`src/rtl/hazard_scheduler_pkg.sv`:
```
// -----------------------------------------------------------------------------
// hazard_scheduler_pkg
// Shared pipeline definitions for the hazard scheduler:
//   - hs_state_e     : scheduler FSM state encoding (RUN, MD_WAIT)
//   - MD_TIMEOUT_DEF : default mul/div wait limit in cycles
//   - src_match()    : one operand of the load-use comparison
// -----------------------------------------------------------------------------
package hazard_scheduler_pkg;

  typedef enum logic [0:0] {
    ST_RUN     = 1'b0,
    ST_MD_WAIT = 1'b1
  } hs_state_e;

  localparam int MD_TIMEOUT_DEF = 40;

  // True when the ID instruction actually reads rs and rs equals the EX destination
  function automatic logic src_match(input logic use_src,
                                     input logic [4:0] rs,
                                     input logic [4:0] rd);
    return use_src && (rs == rd);
  endfunction

endpackage

```
`src/rtl/hazard_scheduler_load_use_detect.sv`:
```
// -----------------------------------------------------------------------------
// load_use_detect
// Combinational load-use hazard detector: flags an ID instruction that reads
// the destination of a load currently in EX (x0 never creates a hazard).
// Ports:
//   ID_rs1, ID_rs2         : ID source register numbers
//   ID_use_rs1, ID_use_rs2 : ID instruction reads that source
//   EX_memread             : EX instruction is a load
//   EX_rd                  : EX destination register
//   hit                    : load-use hazard present
// -----------------------------------------------------------------------------
module load_use_detect
  import hazard_scheduler_pkg::*;
(
  input  logic [4:0] ID_rs1,
  input  logic [4:0] ID_rs2,
  input  logic       ID_use_rs1,
  input  logic       ID_use_rs2,
  input  logic       EX_memread,
  input  logic [4:0] EX_rd,
  output logic       hit
);

  // Load in EX with a real destination that either used source matches
  always_comb begin
    hit = EX_memread && (EX_rd != 5'd0) &&
          (src_match(ID_use_rs1, ID_rs1, EX_rd) ||
           src_match(ID_use_rs2, ID_rs2, EX_rd));
  end

endmodule

```
`src/rtl/hazard_scheduler.sv`:
```
// -----------------------------------------------------------------------------
// hazard_scheduler
// Pipeline hazard control: multi-cycle mul/div launch and wait (with timeout),
// branch flush, load-use stall, plus a saturating stall-cycle counter.
// Parameters:
//   MD_TIMEOUT : max MD_WAIT cycles before the wait is aborted
//   CNT_W      : width of stall_cycles
// Ports:
//   clk, reset              : clock, asynchronous active-high reset
//   ID_rs1/2, ID_use_rs1/2  : ID-stage source operands
//   EX_memread, EX_rd       : EX-stage load information
//   EX_branch_taken         : EX redirects the PC
//   EX_md_op, md_done       : mul/div op in EX, result-valid pulse
//   pc_write, IFID_write    : front-end write enables
//   IFID_flush, IDEX_flush  : bubble insertion
//   EX_hold                 : freeze ID/EX and EX/MEM
//   md_start                : mul/div launch pulse
//   md_error                : sticky mul/div timeout flag
//   stall_cycles            : saturating count of cycles with pc_write low
// -----------------------------------------------------------------------------
module hazard_scheduler
  import hazard_scheduler_pkg::*;
#(
  parameter int MD_TIMEOUT = MD_TIMEOUT_DEF,
  parameter int CNT_W      = 16
) (
  input  logic             clk,
  input  logic             reset,
  input  logic [4:0]       ID_rs1,
  input  logic [4:0]       ID_rs2,
  input  logic             ID_use_rs1,
  input  logic             ID_use_rs2,
  input  logic             EX_memread,
  input  logic [4:0]       EX_rd,
  input  logic             EX_branch_taken,
  input  logic             EX_md_op,
  input  logic             md_done,
  output logic             pc_write,
  output logic             IFID_write,
  output logic             IFID_flush,
  output logic             IDEX_flush,
  output logic             EX_hold,
  output logic             md_start,
  output logic             md_error,
  output logic [CNT_W-1:0] stall_cycles
);

  // Counter can reach MD_TIMEOUT on the exit edge, so size for that value
  localparam int              WAIT_W    = $clog2(MD_TIMEOUT + 1);
  localparam logic [WAIT_W-1:0] WAIT_LAST = WAIT_W'(MD_TIMEOUT - 1);

  hs_state_e         state_r;
  hs_state_e         state_nxt_s;
  logic [WAIT_W-1:0] wait_cnt_r;
  logic              md_error_r;
  logic [CNT_W-1:0]  stall_cnt_r;
  logic              load_use_s;
  logic              timeout_s;
  logic              release_s;

  load_use_detect u_load_use_detect (
    .ID_rs1     (ID_rs1),
    .ID_rs2     (ID_rs2),
    .ID_use_rs1 (ID_use_rs1),
    .ID_use_rs2 (ID_use_rs2),
    .EX_memread (EX_memread),
    .EX_rd      (EX_rd),
    .hit        (load_use_s)
  );

  // Wait-exit conditions; md_done wins over a simultaneous timeout
  always_comb begin
    timeout_s = (state_r == ST_MD_WAIT) && (wait_cnt_r == WAIT_LAST);
    release_s = (state_r == ST_MD_WAIT) && (md_done || timeout_s);
  end

  // FSM state register
  always_ff @(posedge clk or posedge reset) begin
    if (reset) begin
      state_r <= ST_RUN;
    end else begin
      state_r <= state_nxt_s;
    end
  end

  // FSM next-state logic
  always_comb begin
    state_nxt_s = state_r;
    case (state_r)
      ST_RUN: begin
        if (EX_md_op) begin
          state_nxt_s = ST_MD_WAIT;
        end else begin
          state_nxt_s = ST_RUN;
        end
      end
      ST_MD_WAIT: begin
        if (release_s) begin
          state_nxt_s = ST_RUN;
        end else begin
          state_nxt_s = ST_MD_WAIT;
        end
      end
      default: state_nxt_s = ST_RUN;
    endcase
  end

  // FSM outputs; reset forces the idle pattern so a pending md_op cannot launch
  always_comb begin
    pc_write   = 1'b1;
    IFID_write = 1'b1;
    IFID_flush = 1'b0;
    IDEX_flush = 1'b0;
    EX_hold    = 1'b0;
    md_start   = 1'b0;
    if (reset) begin
      pc_write = 1'b1;
    end else begin
      case (state_r)
        ST_MD_WAIT: begin
          // Release cycle keeps the normal-flow pattern
          if (release_s) begin
            EX_hold = 1'b0;
          end else begin
            pc_write   = 1'b0;
            IFID_write = 1'b0;
            EX_hold    = 1'b1;
          end
        end
        ST_RUN: begin
          if (EX_md_op) begin
            md_start   = 1'b1;
            pc_write   = 1'b0;
            IFID_write = 1'b0;
            EX_hold    = 1'b1;
          end else if (EX_branch_taken) begin
            IFID_flush = 1'b1;
            IDEX_flush = 1'b1;
          end else if (load_use_s) begin
            pc_write   = 1'b0;
            IFID_write = 1'b0;
            IDEX_flush = 1'b1;
          end else begin
            pc_write = 1'b1;
          end
        end
        default: begin
          pc_write = 1'b1;
        end
      endcase
    end
  end

  // Wait counter: zero while in RUN so each wait starts from 0
  always_ff @(posedge clk or posedge reset) begin
    if (reset) begin
      wait_cnt_r <= '0;
    end else if (state_r == ST_MD_WAIT) begin
      wait_cnt_r <= wait_cnt_r + WAIT_W'(1);
    end else begin
      wait_cnt_r <= '0;
    end
  end

  // Sticky timeout flag, only set when md_done did not arrive that cycle
  always_ff @(posedge clk or posedge reset) begin
    if (reset) begin
      md_error_r <= 1'b0;
    end else if (timeout_s && !md_done) begin
      md_error_r <= 1'b1;
    end else begin
      md_error_r <= md_error_r;
    end
  end

  // Saturating stall-cycle counter
  always_ff @(posedge clk or posedge reset) begin
    if (reset) begin
      stall_cnt_r <= '0;
    end else if (!pc_write && (stall_cnt_r != {CNT_W{1'b1}})) begin
      stall_cnt_r <= stall_cnt_r + CNT_W'(1);
    end else begin
      stall_cnt_r <= stall_cnt_r;
    end
  end

  assign md_error     = md_error_r;
  assign stall_cycles = stall_cnt_r;

endmodule
```
`config.mk`:
```
export PLATFORM = sky130hd
export DESIGN_NAME = hazard_scheduler
export DESIGN_NICKNAME = d
export VERILOG_FILES = /design/src/rtl/hazard_scheduler_pkg.sv /design/src/rtl/hazard_scheduler_load_use_detect.sv /design/src/rtl/hazard_scheduler.sv
export SDC_FILE = /design/constraint.sdc
export NUM_CORES = 1
export LEC_CHECK = 0
export CAP_MARGIN = 20
export CORE_ASPECT_RATIO = 0.6
export CORE_MARGIN = 2
export CORE_UTILIZATION = 30
export CTS_CLUSTER_DIAMETER = 80
export DETAILED_ROUTE_END_ITERATION = 12
export GPL_ROUTABILITY_DRIVEN = 0
export PLACE_DENSITY = 0.55
export REMOVE_ABC_BUFFERS = 1
export SETUP_SLACK_MARGIN = 0.1
export SLEW_MARGIN = 20
export SYNTH_ARGS = -nofsm -noshare
export SYNTH_HDL_FRONTEND = slang
export SYNTH_SLANG_ARGS = --single-unit
```
`constraint.sdc`:
```
create_clock -name clk -period 2.06 [get_ports clk]
set_input_delay 0.206 -clock clk [delete_from_list [all_inputs] [get_ports clk]]
set_output_delay 0.206 -clock clk [all_outputs]
set_load 0.005 [all_outputs]
```
==> flow_metrics.tcl <==
set metrics [dict create \
    grt_max_degree 19 \
    mostFrequentLayoutCells "36 x clkdlybuf4s50_1, 27 x buf_4, 24 x dfrtp_1, 13 x xnor2_1, 11 x xor2_1" \
    critical-path-top-cell-by-count "buf_6" \
    num_vias 1211 \
    power.internal_mw 1.143 \
    ctsLongestPathBuffers 2 \
    synth_async_sr_flop_share_pct 100.0 \
    portion_of_total_power_attributed_to_sequential_cells_pct 37.9 \
    timing.critical_path.cells "ha_2 -> nand4b_1 -> o211ai_1 -> a21oi_2 -> a41oi_4 -> buf_6 -> o21bai_4 -> buf_6 -> nor2_4 -> xor2_1" \
    clkSlewWorstSetupHoldPaths_ns 0.08 \
    crit_path_max_incr_delay_ns 0.37 \
    post-route-drc-count 0 \
    final_setup_violation_count 0 \
    cp_data_arrival_time_ns 2.20 \
    timing.final.max_slew_violations 0 \
    power_frac_comb_pct 36.5 \
    clock_tree_from_tritoncts "done" \
    postSynth.topFlopCell "dfrtp_1" \
    layout.cells.most_common "clkdlybuf4s50_1" \
    final-hold-violation-count 0 \
    clk-insertion-delay-late_ns 0.26 \
    route.detailed.vias_per_inst 4.469 \
    grt_pass1_vias 1248 \
    start_util_pct 31.56 \
    minimum_clock_period_after_layout_ns 2.047 \
    globalRouteTotalUtil_pct 15.21 \
    max-cap-violations 0 \
    first_pass_iters 4 \
    num_io_pins 46 \
    power_frac_clock_pct 25.6 \
    grt_first_pass_wirelength_mm 5.830 \
    rel_slew_slack_pct 72.68 \
    peakVddDrop_uv 331.5 \
    outcome "complete, no violations" \
    worst-r2r-setup-slack_ns 0.01 \
    number_of_antenna_violations_at_the_first_check_in_global_routing 0 \
    netlist_area_um2 1315 \
    worst-endpoint-required_ns 2.21 \
    totalWireLength_mm 3.542 \
    switching_power_mw 0.4454 \
    cts.htree.levels 1 \
    synth-edff-count 0 \
    path_class "reg2reg" \
    power.density_cell_area_nw_per_um2 694.5 \
    distinct_cells_synth 33 \
    proportion_of_layout_cells_with_a_drive_suffix_above_1_pct 30.81 \
    timing.final.crit_share_pct 99.37 \
    area_delta_synth_final_pct 73.93 \
    dr.first_iter.drc_count 19 \
    synthesis.instances 131 \
    die_x_um 89.47 \
    postLayoutCoreUtil_pct 54.89 \
    crit_path_max_fo 6 \
    globalRouteOverflowTotal 0 \
    wl_per_cell_um 13.07 \
    drt.antenna.violating_nets 0 \
    critPathLaunchType "flop" \
    clock_sinks 24 \
    fp.coreArea_um2 4167 \
    crit_slowest_cell "dfrtp_1" \
    power.switching_fraction_pct 28.04 \
    worst_hold_slack_ns 0.3863 \
    tot_pwr_mw 1.589 \
    num_antenna_cells 0 \
    die-area_um2 4946 \
    fillCellCount 359 \
    dp_hpwl_mm 2.613 \
    cts_made_buffers 3 \
    placement_rows 18 \
    finalNetCount 237 \
    sequential_area_share_after_synthesis_pct 45.67 \
    fmax_ghz 0.4885 \
    clock-skew-final_ns 0.001651 \
    dieHeight_um 55.29 \
    ys_seq_elements 24 \
    rsz0062_at_grt "yes" \
    ctsRootBufferMaster "clkbuf_8" \
    setup_tns_ns 0 \
    synth_area_per_cell_um2 10.04 \
    timing.hold.worst.class "in2async" \
    tightestPinTransition_ns 0.4086 \
    critical_path.endpoint_type "flop" \
    warnings_synthesis 0 \
    io_buffers 45 \
    total_leakage_power_nw 1.005 \
]
[sequential cells by signal, summed over array words and instances (netlist names)]
register and flops:
md_error 1, stall_cycles 16, state_r 1, wait_cnt_r 6
[metal layers]
layer	GRT usage [%]	vias up	part of all wire (%)
li1	-	607	-
met5	0	-	0
met2	24.55	11	50
met1	21.05	593	47
met4	1.706	0	0
met3	4.185	0	2.5
[power groups by stage]
stage | clock, mW | sequential, mW | combinational [mW]
floorplan | 0 | 0.625 | 0.168
global placement | 0 | 0.609 | 0.498
detailed placement | 0 | 0.612 | 0.504
CTS | 0.422 | 0.603 | 0.548
global route | 0.447 | 0.613 | 0.625
finish | 0.406 | 0.602 | 0.580
[repair_timing]
item | in CTS | in global routing
hold buffers | 0 | 0
cloned | 1 | 0
setup buffers | 2 | 4
gates resized for setup | 37 | 14
endpoints found under the hold margin | 0 | 0
pin swaps | 12 | 12
endpoints found under the setup margin | 19 | 21
[cells in the mapped netlist (all sizes together) (3+ instances only)]
master / count / area share (%)
nor4: 4 / 1.9
nand2: 10 / 2.9
nor2b: 3 / 1.4
and2: 5 / 2.4
nand3: 7 / 2.7
a21oi: 3 / 1.1
xor2: 11 / 7.3
nor3: 5 / 2.3
xnor2: 16 / 11
nor2: 11 / 3.1
inv: 6 / 1.7
nand4: 6 / 2.9
dfrtp: 24 / 46
[area by class of cell]
| cell class | instances | area, um2 | area share (%) |
|---|---|---|---|
| multi-input cells | 99 | 815.8 | 35.67 |
| repair buffers | 78 | 701.9 | 30.69 |
| flip-flops and latches | 24 | 600.6 | 26.26 |
| well taps | 60 | 75.07 | 3.282 |
| clock buffers | 3 | 41.29 | 1.805 |
| clock inverters | 1 | 30.03 | 1.313 |
| inverters | 6 | 22.52 | 0.9847 |
[through the flow]
step           std cells  setup WS, ns  cell area [um2]
4_1_cts              268     -0.001121             2230
3_3_place_gp         261       -0.3362             2024
2_1_floorplan        128       0.08839             1289
6_report             271       0.01302             2287
5_1_grt              271       -0.1277             2287
3_5_place_dp         261       -0.3655             2024
[critical path, delay by kind of cell, from the launching register on]
family                   cells  cell delay, ns
AND/OR/NAND/NOR              2            0.14
AO/OA/AOI/OAI                4            0.78
XOR/XNOR                     1            0.17
flip-flops                   1            0.37
adder cells (fa/ha/maj)      1            0.19
buffers and inverters        2            0.29
[final timing paths]
kind                                    startpoint  cells after the start                           to
min in group clk              md_error$_DFFE_PP0P_                      1         md_error$_DFFE_PP0P_
setup reg to reg           wait_cnt_r[0]$_DFF_PP0_                     10  stall_cycles[3]$_DFFE_PP0P_
max in group asynchronous                    reset                      4  stall_cycles[4]$_DFFE_PP0P_
hold reg to reg               md_error$_DFFE_PP0P_                      1         md_error$_DFFE_PP0P_
hold / removal                               reset                      3      wait_cnt_r[5]$_DFF_PP0_
setup / recovery           wait_cnt_r[0]$_DFF_PP0_                     10  stall_cycles[3]$_DFFE_PP0P_
[cells by family (layout without fill, tap and decap cells)]
| kind of cell | Yosys count | count (layout) | share of synthesized area, % |
|---|---|---|---|
| xor+xnor | 27 | 27 | 17.98 |
| mux | 1 | 1 | 1.141 |
| fa+ha+maj | 2 | 2 | 1.903 |
| flops | 24 | 24 | 45.67 |
| buf+inv | 9 | 88 | 3.710 |
| simple gates | 56 | 56 | 22.27 |
| compound gates | 12 | 13 | 7.327 |
(Power assumes the default switching activity.)
